`src/rtl/uart_cmd_pkg.sv`:
```
// Shared constants and state encoding for the UART command packet controller.
package uart_cmd_pkg;

    localparam logic [7:0] SYNC_BYTE = 8'hA5;
    localparam logic [7:0] CMD_WR    = 8'h01;
    localparam logic [7:0] ACK_BYTE  = 8'h06;
    localparam logic [7:0] NAK_BYTE  = 8'h15;

    typedef enum logic [3:0] {
        IDLE,
        CMD_S,
        ADDR_S,
        LEN_S,
        DATA,
        CHK_S,
        COMMIT,
        SKIP,
        RESP
    } state_e;

    // Saturating 8-bit increment used for the error counter.
    function automatic logic [7:0] sat_inc8(input logic [7:0] v);
        return (v == 8'hFF) ? v : v + 8'd1;
    endfunction

endpackage

```
`src/rtl/uart_cmd_buf.sv`:
```
// Payload buffer: synchronous write, combinational read by commit index.
module uart_cmd_buf #(
    parameter int unsigned BUF_AW = 4
) (
    input  logic              i_clk,
    input  logic              i_wr_en,
    input  logic [BUF_AW-1:0] i_wr_idx,
    input  logic [7:0]        i_wr_data,
    input  logic [BUF_AW-1:0] i_rd_idx,
    output logic [7:0]        o_rd_data
);

    localparam int unsigned DEPTH = 1 << BUF_AW;

    logic [7:0] r_mem [DEPTH];

    // Store payload bytes as they arrive; contents are don't-care until written.
    always_ff @(posedge i_clk) begin
        if (i_wr_en) begin
            r_mem[i_wr_idx] <= i_wr_data;
        end
    end

    assign o_rd_data = r_mem[i_rd_idx];

endmodule

```
`src/rtl/uart_cmd_ctrl.sv`:
```
// Frames received bytes into write packets, verifies the XOR checksum, commits
// the buffered payload as register writes and answers with ACK/NAK.
module uart_cmd_ctrl #(
    parameter int unsigned MAX_LEN = 16,
    parameter int unsigned BUF_AW  = 4
) (
    input  logic       i_clk,
    input  logic       i_rst,
    input  logic       i_rx_ready,
    input  logic [7:0] i_rx_data,
    input  logic       i_rx_eop,
    output logic       o_reg_wr_en,
    output logic [7:0] o_reg_wr_addr,
    output logic [7:0] o_reg_wr_data,
    input  logic       i_reg_wr_ready,
    output logic       o_tx_valid,
    output logic [7:0] o_tx_data,
    input  logic       i_tx_ready,
    output logic       o_busy,
    output logic [7:0] o_err_cnt
);

    import uart_cmd_pkg::*;

    localparam logic [7:0] LP_MAX_LEN = 8'(MAX_LEN);

    state_e     r_state,     w_state_nxt;
    logic [7:0] r_addr,      w_addr_nxt;
    logic [7:0] r_len,       w_len_nxt;
    logic [7:0] r_idx,       w_idx_nxt;
    logic [7:0] r_chk,       w_chk_nxt;
    logic [7:0] r_err_cnt,   w_err_nxt;
    logic       r_wr_en,     w_wr_en_nxt;
    logic [7:0] r_wr_addr,   w_wr_addr_nxt;
    logic [7:0] r_wr_data,   w_wr_data_nxt;
    logic       r_tx_valid,  w_tx_valid_nxt;
    logic [7:0] r_tx_data,   w_tx_data_nxt;
    logic       r_busy,      w_busy_nxt;

    logic              w_err_inc;
    logic              w_buf_we;
    logic [BUF_AW-1:0] w_rd_idx;
    logic [7:0]        w_rd_data;
    logic              w_wr_hs;
    logic              w_abort;

    // Read index: buf[0] while waiting for CHK (prefetch), next entry during commit.
    assign w_rd_idx = (r_state == COMMIT) ? (BUF_AW'(r_idx) + BUF_AW'(1)) : '0;
    assign w_wr_hs  = r_wr_en & i_reg_wr_ready;
    // End-of-packet without a byte in the same cycle truncates a packet in progress.
    assign w_abort  = i_rx_eop & ~i_rx_ready;

    uart_cmd_buf #(
        .BUF_AW (BUF_AW)
    ) u_buf (
        .i_clk     (i_clk),
        .i_wr_en   (w_buf_we),
        .i_wr_idx  (BUF_AW'(r_idx)),
        .i_wr_data (i_rx_data),
        .i_rd_idx  (w_rd_idx),
        .o_rd_data (w_rd_data)
    );

    // State register and registered outputs; reset cancels everything in flight.
    always_ff @(posedge i_clk or posedge i_rst) begin
        if (i_rst) begin
            r_state    <= IDLE;
            r_addr     <= 8'd0;
            r_len      <= 8'd0;
            r_idx      <= 8'd0;
            r_chk      <= 8'd0;
            r_err_cnt  <= 8'd0;
            r_wr_en    <= 1'b0;
            r_wr_addr  <= 8'd0;
            r_wr_data  <= 8'd0;
            r_tx_valid <= 1'b0;
            r_tx_data  <= 8'd0;
            r_busy     <= 1'b0;
        end else begin
            r_state    <= w_state_nxt;
            r_addr     <= w_addr_nxt;
            r_len      <= w_len_nxt;
            r_idx      <= w_idx_nxt;
            r_chk      <= w_chk_nxt;
            r_err_cnt  <= w_err_nxt;
            r_wr_en    <= w_wr_en_nxt;
            r_wr_addr  <= w_wr_addr_nxt;
            r_wr_data  <= w_wr_data_nxt;
            r_tx_valid <= w_tx_valid_nxt;
            r_tx_data  <= w_tx_data_nxt;
            r_busy     <= w_busy_nxt;
        end
    end

    // Next-state, datapath and output decode for the packet FSM.
    always_comb begin
        w_state_nxt    = r_state;
        w_addr_nxt     = r_addr;
        w_len_nxt      = r_len;
        w_idx_nxt      = r_idx;
        w_chk_nxt      = r_chk;
        w_err_nxt      = r_err_cnt;
        w_wr_en_nxt    = r_wr_en;
        w_wr_addr_nxt  = r_wr_addr;
        w_wr_data_nxt  = r_wr_data;
        w_tx_valid_nxt = r_tx_valid;
        w_tx_data_nxt  = r_tx_data;
        w_err_inc      = 1'b0;
        w_buf_we       = 1'b0;

        unique case (r_state)
            IDLE: begin
                if (i_rx_ready && (i_rx_data == SYNC_BYTE)) begin
                    w_state_nxt = CMD_S;
                end
            end
            CMD_S: begin
                if (i_rx_ready) begin
                    if (i_rx_data == CMD_WR) begin
                        w_chk_nxt   = i_rx_data;
                        w_state_nxt = ADDR_S;
                    end else begin
                        w_state_nxt = SKIP;
                    end
                end else if (w_abort) begin
                    w_err_inc   = 1'b1;
                    w_state_nxt = IDLE;
                end
            end
            ADDR_S: begin
                if (i_rx_ready) begin
                    w_addr_nxt  = i_rx_data;
                    w_chk_nxt   = r_chk ^ i_rx_data;
                    w_state_nxt = LEN_S;
                end else if (w_abort) begin
                    w_err_inc   = 1'b1;
                    w_state_nxt = IDLE;
                end
            end
            LEN_S: begin
                if (i_rx_ready) begin
                    if ((i_rx_data == 8'd0) || (i_rx_data > LP_MAX_LEN)) begin
                        w_state_nxt = SKIP;
                    end else begin
                        w_len_nxt   = i_rx_data;
                        w_idx_nxt   = 8'd0;
                        w_chk_nxt   = r_chk ^ i_rx_data;
                        w_state_nxt = DATA;
                    end
                end else if (w_abort) begin
                    w_err_inc   = 1'b1;
                    w_state_nxt = IDLE;
                end
            end
            DATA: begin
                if (i_rx_ready) begin
                    w_buf_we  = 1'b1;
                    w_chk_nxt = r_chk ^ i_rx_data;
                    if (r_idx == r_len - 8'd1) begin
                        w_state_nxt = CHK_S;
                    end else begin
                        w_idx_nxt = r_idx + 8'd1;
                    end
                end else if (w_abort) begin
                    w_err_inc   = 1'b1;
                    w_state_nxt = IDLE;
                end
            end
            CHK_S: begin
                if (i_rx_ready) begin
                    if (i_rx_data == r_chk) begin
                        // First write goes out straight from the prefetched buf[0].
                        w_idx_nxt     = 8'd0;
                        w_wr_en_nxt   = 1'b1;
                        w_wr_addr_nxt = r_addr;
                        w_wr_data_nxt = w_rd_data;
                        w_state_nxt   = COMMIT;
                    end else begin
                        w_err_inc      = 1'b1;
                        w_tx_valid_nxt = 1'b1;
                        w_tx_data_nxt  = NAK_BYTE;
                        w_state_nxt    = RESP;
                    end
                end else if (w_abort) begin
                    w_err_inc   = 1'b1;
                    w_state_nxt = IDLE;
                end
            end
            COMMIT: begin
                if (i_rx_ready) begin
                    w_err_inc = 1'b1;
                end
                if (w_wr_hs) begin
                    if (r_idx == r_len - 8'd1) begin
                        w_wr_en_nxt    = 1'b0;
                        w_tx_valid_nxt = 1'b1;
                        w_tx_data_nxt  = ACK_BYTE;
                        w_state_nxt    = RESP;
                    end else begin
                        w_idx_nxt     = r_idx + 8'd1;
                        w_wr_addr_nxt = r_wr_addr + 8'd1;
                        w_wr_data_nxt = w_rd_data;
                    end
                end
            end
            SKIP: begin
                if (w_abort) begin
                    w_err_inc      = 1'b1;
                    w_tx_valid_nxt = 1'b1;
                    w_tx_data_nxt  = NAK_BYTE;
                    w_state_nxt    = RESP;
                end
            end
            RESP: begin
                if (i_rx_ready) begin
                    w_err_inc = 1'b1;
                end
                if (i_tx_ready) begin
                    w_tx_valid_nxt = 1'b0;
                    w_state_nxt    = IDLE;
                end
            end
            default: begin
                w_state_nxt = IDLE;
            end
        endcase

        if (w_err_inc) begin
            w_err_nxt = sat_inc8(r_err_cnt);
        end
    end

    assign w_busy_nxt = (w_state_nxt != IDLE);

    assign o_reg_wr_en   = r_wr_en;
    assign o_reg_wr_addr = r_wr_addr;
    assign o_reg_wr_data = r_wr_data;
    assign o_tx_valid    = r_tx_valid;
    assign o_tx_data     = r_tx_data;
    assign o_busy        = r_busy;
    assign o_err_cnt     = r_err_cnt;

endmodule

```
`config.mk`:
```
export PLATFORM = sky130hd
export DESIGN_NAME = uart_cmd_ctrl
export DESIGN_NICKNAME = d
export VERILOG_FILES = /design/src/rtl/uart_cmd_pkg.sv /design/src/rtl/uart_cmd_buf.sv /design/src/rtl/uart_cmd_ctrl.sv
export SDC_FILE = /design/constraint.sdc
export NUM_CORES = 1
export LEC_CHECK = 0
export CORE_MARGIN = 10
export CORE_UTILIZATION = 60
export CTS_CLUSTER_SIZE = 8
export DETAILED_ROUTE_END_ITERATION = 12
export GPL_TIMING_DRIVEN = 1
export PLACE_DENSITY = 0.82
export REMOVE_ABC_BUFFERS = 1
export SETUP_SLACK_MARGIN = 0.1
export SKIP_CTS_REPAIR_TIMING = 1
export SLEW_MARGIN = 30
export SYNTH_ARGS = -nofsm -noshare
export SYNTH_HDL_FRONTEND = slang
export SYNTH_SLANG_ARGS = --single-unit
```
`constraint.sdc`:
```
create_clock -name i_clk -period 4 [get_ports i_clk]
set_input_delay 1 -clock i_clk [delete_from_list [all_inputs] [get_ports i_clk]]
set_output_delay 1 -clock i_clk [all_outputs]
set_load 0.1 [all_outputs]
```
======== Yosys cells after proc, flatten, opt, wreduce, memory -nomap -nowiden ========
Memory sizes are Yosys's and may differ from the RTL's.
Cells that the tools add are included.
word-level totals
  register bits after elaboration ......... 71
  bits in latches ......................... 0
  memory bits (writable) .................. 128
  ROM bits ................................ 0
  bits of input ports ..................... 14
  output and inout port bits .............. 35
  logic and storage cells ................. 142
  memories ................................ 1
memories
  name         depth  width  read ports  clocked after Yosys merged registers in  write ports  line                source
  u_buf.r_mem  16     8      1           0                                        1            uart_cmd_buf.sv:15  logic [7:0] r_mem [DEPTH];
cells by class
  $add $sub $neg .......................... 5
  $mul .................................... 0
  divide/modulo/power cells ............... 0
  magnitude comparators ................... 1
  equality and inequality tests ........... 27
  shift operators ......................... 0
  mux-type cells .......................... 68
  bitwise operators ....................... 6
  reduce and logical (&&, ||, !) cells .... 22
operator list
  kind                                                            number
  two-way mux 8 bit                                               25
  two-way mux 4 bit                                               14
  case mux 8 bit (3 select lines)                                 2
  case mux 4 bit (9 select lines)                                 1
  case mux 8 bit (2 select lines)                                 2
  case mux 8 bit (4 select lines)                                 1
  adder 8 x 1 -> 8 bit (second input constant)                    3
  != test 2 bit (second input constant)                           12
  two-way mux 1 bit                                               18
  equality test 4 x 3 -> 1 bit (second input constant)            4
  equality test 8 bit                                             2
  equality test 8 bit (second input constant)                     2
  AND reduction 7 bit                                             2
  AND reduction 6 bit                                             2
  nonzero test 4 bit                                              3
  AND reduction 5 bit                                             2
  equality test 4 x 2 -> 1 bit (second input constant)            2
  equality test 8 x 1 -> 1 bit (second input constant)            1
  greater-than comparator 8 x 5 -> 1 bit (second input constant)  1
  zero test 8 bit                                                 1
  case mux 1 bit (4 select lines)                                 2
  subtractor 8 x 1 -> 8 bit (second input constant)               1
  XOR 8 bit                                                       1
  nonzero test 3 bit                                              2
  other kinds (17)                                                23

======== Longest topological paths before layout ========
Gate-level depths: netlist of the first run.
  depth after elaboration ................. 6
  depth in mapped cells ................... 10
  mapped depth without buffers ............ 8

======== Modules after synthesis ========
From an unflattened synthesis of the first run, not the netlist that was laid out.
second synthesis, totals
  cell total of the unflattened synthesis .. 651
  area total of the unflattened synthesis .. 8959.8 um^2
by module, submodules not included
  module         instances  cells each  area each (um^2)  seq. area each (um^2)
  uart_cmd_buf   1          221         4987.3            3843.7
  uart_cmd_ctrl  1          430         3972.6            1651.6

======== Worst setup path after synthesis of the first run ========
OpenSTA, ideal clock, no wires.
  kind .................................... input port to flip-flop
  from .................................... input port i_rx_data[4]
  to ...................................... register r_wr_data[1], in the netlist o_reg_wr_data[1]
  library setup time ...................... 120 ps
  arrival time ............................ 3060 ps
  required time ........................... 3880 ps
  path slack .............................. 820 ps
  stages on the path ...................... 8
  buffers on the path ..................... 2
  cell sequence ........................... clkbuf_1 -> xor2_1 -> nor4_1 -> nand2_1 -> a2111oi_4 -> clkbuf_1 -> a21boi_0 -> a31o_1
on the way
  cells in the longest elaborated chain, start to end .. 3
RTL lines
  element                               line                  source
  from (decl)                           uart_cmd_ctrl.sv:10   input logic [7:0] i_rx_data,
  equality test 8 bit                   uart_cmd_ctrl.sv:171  if (i_rx_data == r_chk) begin
  != test 2 bit (no source line)        -
  AND reduction 5 bit (no source line)  -
  to (signal assigned)                  uart_cmd_ctrl.sv:88   r_wr_data <= w_wr_data_nxt;
  to (decl)                             uart_cmd_ctrl.sv:35   logic [7:0] r_wr_data, w_wr_data_nxt;
Every way passes these cells.
A chain may end at the register's enable or synchronous reset.

======== Final worst setup path of the first run ========
  from .................................... input port i_rx_data[5]
  to ...................................... register r_wr_addr[4], in the netlist o_reg_wr_addr[4]
on the way
  cells in the longest elaborated chain, start to end .. 3
RTL lines
  element                               line                  source
  equality test 8 bit                   uart_cmd_ctrl.sv:171
  != test 2 bit (no source line)        -
  AND reduction 5 bit (no source line)  -
  to (signal assigned)                  uart_cmd_ctrl.sv:87   r_wr_addr <= w_wr_addr_nxt;
  to (decl)                             uart_cmd_ctrl.sv:34   logic [7:0] r_wr_addr, w_wr_addr_nxt;
Every way passes these cells.

==> impl_metrics.csv, run 1 <==
group,metric,value,unit
outcome,status,"completed",
clock_network,cts_buffers,17,
power_and_ir_drop,power.total,6271,uW
clock_network,insertion_delay,0.44,ns
placed_design,dp_hpwl,15740,um
yosys,synth-main-ff-cell,"edfxtp_1",
detailed_routing,viasPerCell,6.793,
layout,antennaDiodeCount,0,
critical_path,worst_path_max_delay_cell,"clkdlybuf4s50_1",
detailed_routing,vias,7248,
yosys,synth.yosys.warnings,0,
die,initial_utilization,61.22,%
grt,grt_max_degree,37,
critical_path,r2r_setup_slack,0.79,ns
critical_path,r2r_end,"o_reg_wr_addr[4]$_DFFE_PP0P_",
sta,finalHoldViolCount,0,
die,core,15150,um2
critical_path,crit_buf_inv,3,
min_path,hold_class,"reg2reg",
yosys,synth_edf_count,128,
layout,seq_area,5497,um2
sta,worst_pin_slew,1.020,ns
critical_path,rr_startpoint,"r_len[0]$_DFFE_PP0P_",
grt,antenna_found_initial,0,
critical_path,cp_top_family,"buffers and inverters",
sta,tns,0,ns
yosys,synthesis.area,9273,um2
sta,slew_violations,0,
grt,grt_pass1_wl,37830,um
min_path,whs_path_depth,1,
clock_network,cts.sinks,194,
grt,grt-ovfl-total,0,
critical_path,r2r_cells,10,
critical_path,arrival,3.80,ns
clock_network,clockBufferDepth,2,
min_path,hold_start,"o_tx_data[2]$_DFFE_PP0P_",
layout,num-fill-cells,1010,
power_and_ir_drop,sw_frac_of_total,38.83,%
yosys,syn_inst,809,
power_and_ir_drop,p_seq_share,41.4,%
yosys,seq_area_frac_synth,59.26,%
detailed_routing,dr.pass1.iters,5,
critical_path,path_max_fanout,18,
clock_network,cts_root_buffer,"clkbuf_16",
sta,setup-violations-final,0,
min_path,whs_endpoint,"o_tx_data[2]$_DFFE_PP0P_",
critical_path,crit_path_end_kind,"flip-flop",
power_and_ir_drop,internal-power,3836,uW
sta,fin_crit,3.503,ns
power_and_ir_drop,power_density,587.5,nW/um2
critical_path,required,4.29,ns
sta,relSlewSlack,31.66,%
clock_network,htreeDepth,4,
job,drv_cap,0,
sta,grt_setup_unrepaired,"no",
placed_design,place_ws,0.2181,ns
critical_path,cpPeakStageDelay,0.58,ns
yosys,avgSynthCellArea,11.46,um2
yosys,yosysUniqueCellTypes,70,
sta,fin_skew,0.006942,ns
sta,max_freq,285.4,MHz
clock_network,cts_tree,"yes",
detailed_routing,drtIter0Drc,997,
clock_network,clk_pin_slew_worst_paths,0.07,ns
yosys,ys_async_sr_fraction,34.02,%
detailed_routing,post_drt_wl_per_cell,22.74,um
sta,setup_ws,0.4966,ns
grt,grt_pass1_vias,7030,
critical_path,crit_top_cell,"buf_4",
critical_path,path_class,"in2reg",
placed_design,gp_congestion,1.033,
detailed_routing,ant_nets,0,
power_and_ir_drop,p_clk_share,26.5,%
yosys,synth.ff_latch_count,194,
layout,final_nets,887,
die,dieArea,20830,um2
critical_path,worstSetupStartpointType,"input port",
power_and_ir_drop,ir_worst_vdd,668.1,uV
power_and_ir_drop,p_leak,0.003925,uW
layout,post-route-util,70.48,%
power_and_ir_drop,p_comb_share,32.2,%
detailed_routing,drcViolationCount,0,
layout,drive_gt1_share,13.31,%
critical_path,cp_cell_sequence,"clkdlybuf4s50_1, xor2_1, nor4_1, nand2_1, a2111oi_4, buf_4, and2_1, buf_4, a21oi_1",
die,fp-row-count,45,
die,die-width,144.3,um
grt,track_usage,23.63,%
layout,syn2layout_area_growth,15.11,%
detailed_routing,finalWirelength,24260,um
layout,multiInputGateArea,3518,um2
power_and_ir_drop,netSwitchingPower,2435,uW
sta,post-route-period-util,87.59,%
placed_design,port_buffers,44,
die,ios,49,
die,die_y,144.3,um
-- cell type report --
class | instances | share of cell area [%]
clock buffer | 20 | 4.091
clock inverter | 12 | 1.254
inverter | 16 | 0.5627
multi-input combinational | 546 | 32.96
sequential | 194 | 51.49
tap | 188 | 2.204
timing repair buffer | 91 | 7.432
-- cells in the final DEF (no fill, tap or decap), types with 11 or more instances in the layout --
master / instances
a31oi_1: 20
o21ai_0: 12
mux2i_1: 11
edfxtp_1: 128
dfrtp_1: 65
inv_1: 15
mux2_2: 15
o22ai_1: 20
xor2_1: 20
buf_4: 47
nand3_1: 47
nor2_1: 49
clkbuf_16: 17
o31ai_1: 12
clkdlybuf4s50_1: 44
a21oi_1: 20
nand2_1: 113
and3_1: 11
-- metal layers --
metal | vias to the layer above | wire length [um] | track usage, %
li1 | 3161 | - | -
met1 | 3542 | 9353 | 30.17
met2 | 457 | 11720 | 38.49
met3 | 88 | 2406 | 4.756
met4 | 0 | 777 | 9.947
met5 | - | 0 | 0
-- sequential cells by signal, summed over array words and instances, names as in the netlist, 3 cells and up --
signal,count
u_buf.r_mem,128
o_err_cnt,8
o_reg_wr_addr,8
o_reg_wr_data,8
r_addr,8
r_chk,8
r_idx,8
r_len,8
r_state,4
o_tx_data,3
-- synthesized netlist by cell type, types with 4 or more instances --
| cell | number | area [um2] |
|---|---|---|
| edfxtp_1 | 128 | 3844 |
| nand2_1 | 113 | 424.2 |
| dfrtp_1 | 66 | 1652 |
| nor2_1 | 50 | 187.7 |
| nand3_1 | 47 | 235.2 |
| clkbuf_1 | 45 | 168.9 |
| a21oi_1 | 20 | 100.1 |
| a31oi_1 | 20 | 125.1 |
| o22ai_1 | 20 | 125.1 |
| xor2_1 | 20 | 175.2 |
| inv_1 | 16 | 60.06 |
| mux2_2 | 15 | 168.9 |
| o21ai_0 | 12 | 60.06 |
| o31ai_1 | 12 | 90.09 |
| and3_1 | 11 | 68.82 |
| mux2i_1 | 11 | 110.1 |
| a21o_1 | 10 | 75.07 |
| nor3_1 | 10 | 50.05 |
| or4b_2 | 10 | 100.1 |
| a211oi_1 | 9 | 67.56 |
| o22a_1 | 9 | 78.83 |
| or4_1 | 9 | 67.56 |
| xnor2_1 | 9 | 78.83 |
| a21boi_0 | 8 | 60.06 |
| a32oi_1 | 8 | 70.07 |
| and2_1 | 8 | 50.05 |
| nand4_1 | 8 | 50.05 |
| a41o_1 | 7 | 70.07 |
| ha_1 | 7 | 87.58 |
| nand2b_1 | 6 | 37.54 |
| nor4_1 | 6 | 37.54 |
| a221o_1 | 5 | 50.05 |
| buf_4 | 5 | 37.54 |
| o211ai_1 | 5 | 37.54 |
| or2_2 | 4 | 25.02 |
-- worst max-delay path by stage --
| stage | from | end | slack (ns) | cells after the start |
|---|---|---|---|---|
| floorplan | r_state[1]$_DFF_PP0_ | o_reg_wr_data[1]$_DFFE_PP0P_ | -0.98 | 6 |
| global placement | i_rx_data[1] | r_chk[7]$_DFFE_PP0P_ | 0.33 | 7 |
| detailed placement | i_rx_data[1] | r_chk[6]$_DFFE_PP0P_ | 0.22 | 7 |
| CTS | i_rx_data[5] | o_reg_wr_data[7]$_DFFE_PP0P_ | 0.62 | 9 |
| global route | i_rx_data[6] | o_reg_wr_data[7]$_DFFE_PP0P_ | 0.42 | 9 |
| finish | i_rx_data[5] | o_reg_wr_addr[4]$_DFFE_PP0P_ | 0.50 | 9 |
-- per-stage QoR --
| step | cells | instance area [um2] | hold slack, ns |
|---|---|---|---|
| final | 1067 | 10670 | 0.4788 |
| after global routing | 1067 | 10670 | 0.5096 |
| after CTS | 1067 | 10670 | 0.4843 |
| after detailed placement | 1035 | 10100 | 0.4637 |
| after global placement | 1035 | 10100 | 0.4504 |
| after floorplan | 756 | 9051 | 0.4740 |
-- worst reg2reg max path: cells and delay by family, from the launching register on --
| kind | cells | cell delay [ns] |
|---|---|---|
| AOI/OAI and AO/OA | 2 | 0.66 |
| adders and majority gates | 1 | 0.23 |
| buffers and inverters | 3 | 0.53 |
| DFF | 1 | 0.43 |
| and+or+nand+nor | 4 | 1.26 |
-- cells by family after synthesis --
family                     count (synthesis)  synth area share, %
AOI/OAI and AO/OA                        174                13.99
other                                      1              0.04044
DFF                                      194                59.26
adders and majority gates                  7               0.9445
xor gates and xnor gates                  29                2.739
muxes                                     27                3.252
buffers and inverters                     72                3.157
and+or+nand+nor                          305                16.61
-- power by group through the flow --
stage	registers, uW	logic (uW)	clock network [uW]
after CTS	2580	2020	1660
after global placement	2610	1960	0
after global routing	2620	2110	1740
after detailed placement	2610	2000	0
final	2590	2020	1660
after floorplan	3430	590	0
Note: power is estimated with default switching activity, not from simulation.
==> run 2: changes to the inputs <==
--- a/config.mk
+++ b/config.mk
@@ -17,4 +17,5 @@
 export SLEW_MARGIN = 30
 export SYNTH_ARGS = -nofsm -noshare
 export SYNTH_HDL_FRONTEND = slang
+export SYNTH_HIERARCHICAL = 1
 export SYNTH_SLANG_ARGS = --single-unit
==> impl_metrics.csv, run 2 <==
group,metric,value,unit
outcome,status,"completed",
sta,tns,0,ns
placed_design,dp_hpwl,14160,um
grt,antenna_found_initial,0,
clock_network,htreeDepth,4,
power_and_ir_drop,ir_worst_vdd,493.7,uV
yosys,synthTopCellsByArea,"edfxtp_1 (43%), dfrtp_1 (18%), mux4_2 (4.5%)",
yosys,synth_common_cells,"edfxtp_1 (128), dfrtp_1 (66), nand2_1 (56), nor2_1 (45), nand3_1 (21)",
die,die_y,142.2,um
sta,setup-violations-final,0,
clock_network,clk_pin_slew_worst_paths,0.07,ns
layout,syn2layout_area_growth,15.18,%
layout,seq_area,5495,um2
critical_path,worstSetupStartpointType,"flip-flop",
clock_network,cts_root_buffer,"clkbuf_16",
detailed_routing,viasPerCell,6.570,
clock_network,insertion_delay,0.43,ns
job,drv_cap,0,
layout,multiInputGateArea,3204,um2
sta,post-route-period-util,84.54,%
sta,slew_violations,0,
yosys,syn_inst,651,
yosys,synth_edf_count,128,
die,die-width,142.2,um
detailed_routing,post_drt_wl_per_cell,22.80,um
layout,top_register,"u_buf/r_mem",
power_and_ir_drop,sw_frac_of_total,35.07,%
critical_path,required,4.30,ns
power_and_ir_drop,p_leak,0.003726,uW
die,ios,49,
yosys,avgSynthCellArea,13.76,um2
sta,fin_crit,3.382,ns
clock_network,cts.sinks,194,
sta,relSlewSlack,33.55,%
yosys,synth_top_area_share,42.90,%
die,dieArea,20220,um2
yosys,ys_async_sr_fraction,34.02,%
clock_network,cts_buffers,17,
clock_network,clockBufferDepth,2,
sta,worst_pin_slew,0.9936,ns
power_and_ir_drop,netSwitchingPower,2131,uW
layout,antennaDiodeCount,0,
layout,final_common_cell,"edfxtp_1",
critical_path,path_class,"reg2reg",
die,fp-row-count,44,
min_path,hold_class,"reg2reg",
sta,fin_skew,0.009701,ns
sta,grt_setup_unrepaired,"no",
grt,grt_pass1_wl,33010,um
yosys,seq_area_frac_synth,61.33,%
layout,num-fill-cells,916,
detailed_routing,drcViolationCount,0,
layout,post-route-util,70.74,%
sta,max_freq,295.7,MHz
power_and_ir_drop,p_comb_share,28.7,%
critical_path,path_max_fanout,16,
power_and_ir_drop,internal-power,3946,uW
yosys,synth_largest_area_cell,"edfxtp_1",
power_and_ir_drop,p_clk_share,27.9,%
critical_path,cpPeakStageDelay,0.59,ns
yosys,synth.yosys.warnings,6,
layout,largest_reg_flops,128,
detailed_routing,ant_nets,0,
die,initial_utilization,61.42,%
placed_design,gp_congestion,0.8984,
grt,grt_max_degree,33,
yosys,synth-main-ff-cell,"edfxtp_1",
critical_path,arrival,3.69,ns
sta,finalHoldViolCount,0,
layout,final_nets,736,
layout,layout_common_cells,"edfxtp_1 (128), dfrtp_1 (66), nand2_1 (56), nor2_1 (44), clkdlybuf4s50_1 (44)",
power_and_ir_drop,power_density,588.9,nW/um2
die,core,14590,um2
layout,drive_gt1_share,16.83,%
power_and_ir_drop,p_seq_share,43.4,%
detailed_routing,drtIter0Drc,576,
grt,grt_pass1_vias,5962,
yosys,synth.ff_latch_count,194,
detailed_routing,vias,6012,
critical_path,cp_cell_sequence,"inv_1, ha_1, or3b_4, or4_4, a2111oi_4, nand3_4, a21oi_4, mux2_2",
yosys,yosysUniqueCellTypes,68,
yosys,yosys.cell_count.top_type,"edfxtp_1",
grt,grt-ovfl-total,0,
critical_path,crit_path_end_kind,"flip-flop",
placed_design,port_buffers,44,
grt,track_usage,21.05,%
clock_network,cts_tree,"yes",
yosys,synthesis.area,8960,um2
detailed_routing,dr.pass1.iters,5,
critical_path,worst_path_max_delay_cell,"a21oi_4",
detailed_routing,finalWirelength,20860,um
run 2: cell count changes after synthesis, moves of 11 or more:
cell,delta
nand3_1,-26
mux2i_1,-11
clkbuf_1,-27
mux4_2,+17
mux4_1,+14
a31oi_1,-16
nand2_1,-57
o22ai_1,-16
a22oi_1,+17
run 2: final timing paths:
check / slack (ns) / endpoint / startpoint / cells past startpoint
worst min register to register: 0.48 / o_tx_data[2]$_DFFE_PP0P_ / o_tx_data[2]$_DFFE_PP0P_ / 1
worst max-delay path: 0.62 / o_reg_wr_data[3]$_DFFE_PP0P_ / r_len[0]$_DFFE_PP0P_ / 8
min in group asynchronous: 0.81 / o_err_cnt[1]$_DFFE_PP0P_ / i_rst / 2
worst max register to register: 0.62 / o_reg_wr_data[3]$_DFFE_PP0P_ / r_len[0]$_DFFE_PP0P_ / 8
max in group asynchronous: 2.46 / r_len[4]$_DFFE_PP0P_ / i_rst / 3
worst min-delay path: 0.48 / o_tx_data[2]$_DFFE_PP0P_ / o_tx_data[2]$_DFFE_PP0P_ / 1
run 2: cell type report:
cell class | instances | area share, %
flip-flops and latches | 194 | 53.25
multi-input cells | 408 | 31.05
repair buffers | 83 | 7.226
clock buffers | 18 | 4.256
well taps | 184 | 2.231
clock inverters | 14 | 1.479
inverters | 14 | 0.5092
run 2: power groups by stage:
stage | clock network (uW) | registers [uW] | logic (uW)
floorplan | 0 | 2910 | 955
global placement | 0 | 2650 | 1670
detailed placement | 0 | 2660 | 1730
CTS | 1710 | 2630 | 1740
global route | 1800 | 2670 | 1890
finish | 1690 | 2640 | 1750
run 2: critical path: cells and delay by family, from the launching register on:
| kind | cells | cell delay [ns] |
|---|---|---|
| AOI/OAI and AO/OA | 2 | 1.03 |
| DFF | 1 | 0.43 |
| muxes | 1 | 0.41 |
| adders and majority gates | 1 | 0.22 |
| and+or+nand+nor | 3 | 1.06 |
| buffers and inverters | 1 | 0.10 |
run 2: metal layers:
metal	global-route usage [%]	part of all wire [%]	vias up
met5	0	0	-
met4	8.607	2.6	0
met3	4.740	8.3	43
met2	34.32	50	328
met1	26.70	39	2997
li1	-	-	2644
run 2: stage by stage:
step                      total power [uW]  area [um2]  std cells  hold WS [ns]  worst slack (ns)
after floorplan                       3868        8745        616        0.4786           -0.6836
after global placement                4319        9728        883        0.4542            0.4060
after detailed placement              4389        9728        883        0.4689            0.3429
after CTS                             6076       10320        915        0.4946            0.6549
after global routing                  6356       10320        915        0.5107            0.5173
final                                 6077       10320        915        0.4827            0.6183
run 2: logic make-up after synthesis:
family | synth area share [%]
compound gates | 8.505
xor+xnor | 2.444
fa+ha+maj | 0.5586
buf+inv | 3.114
flops | 61.33
mux | 11.39
other cells | 0.04185
simple gates | 12.61
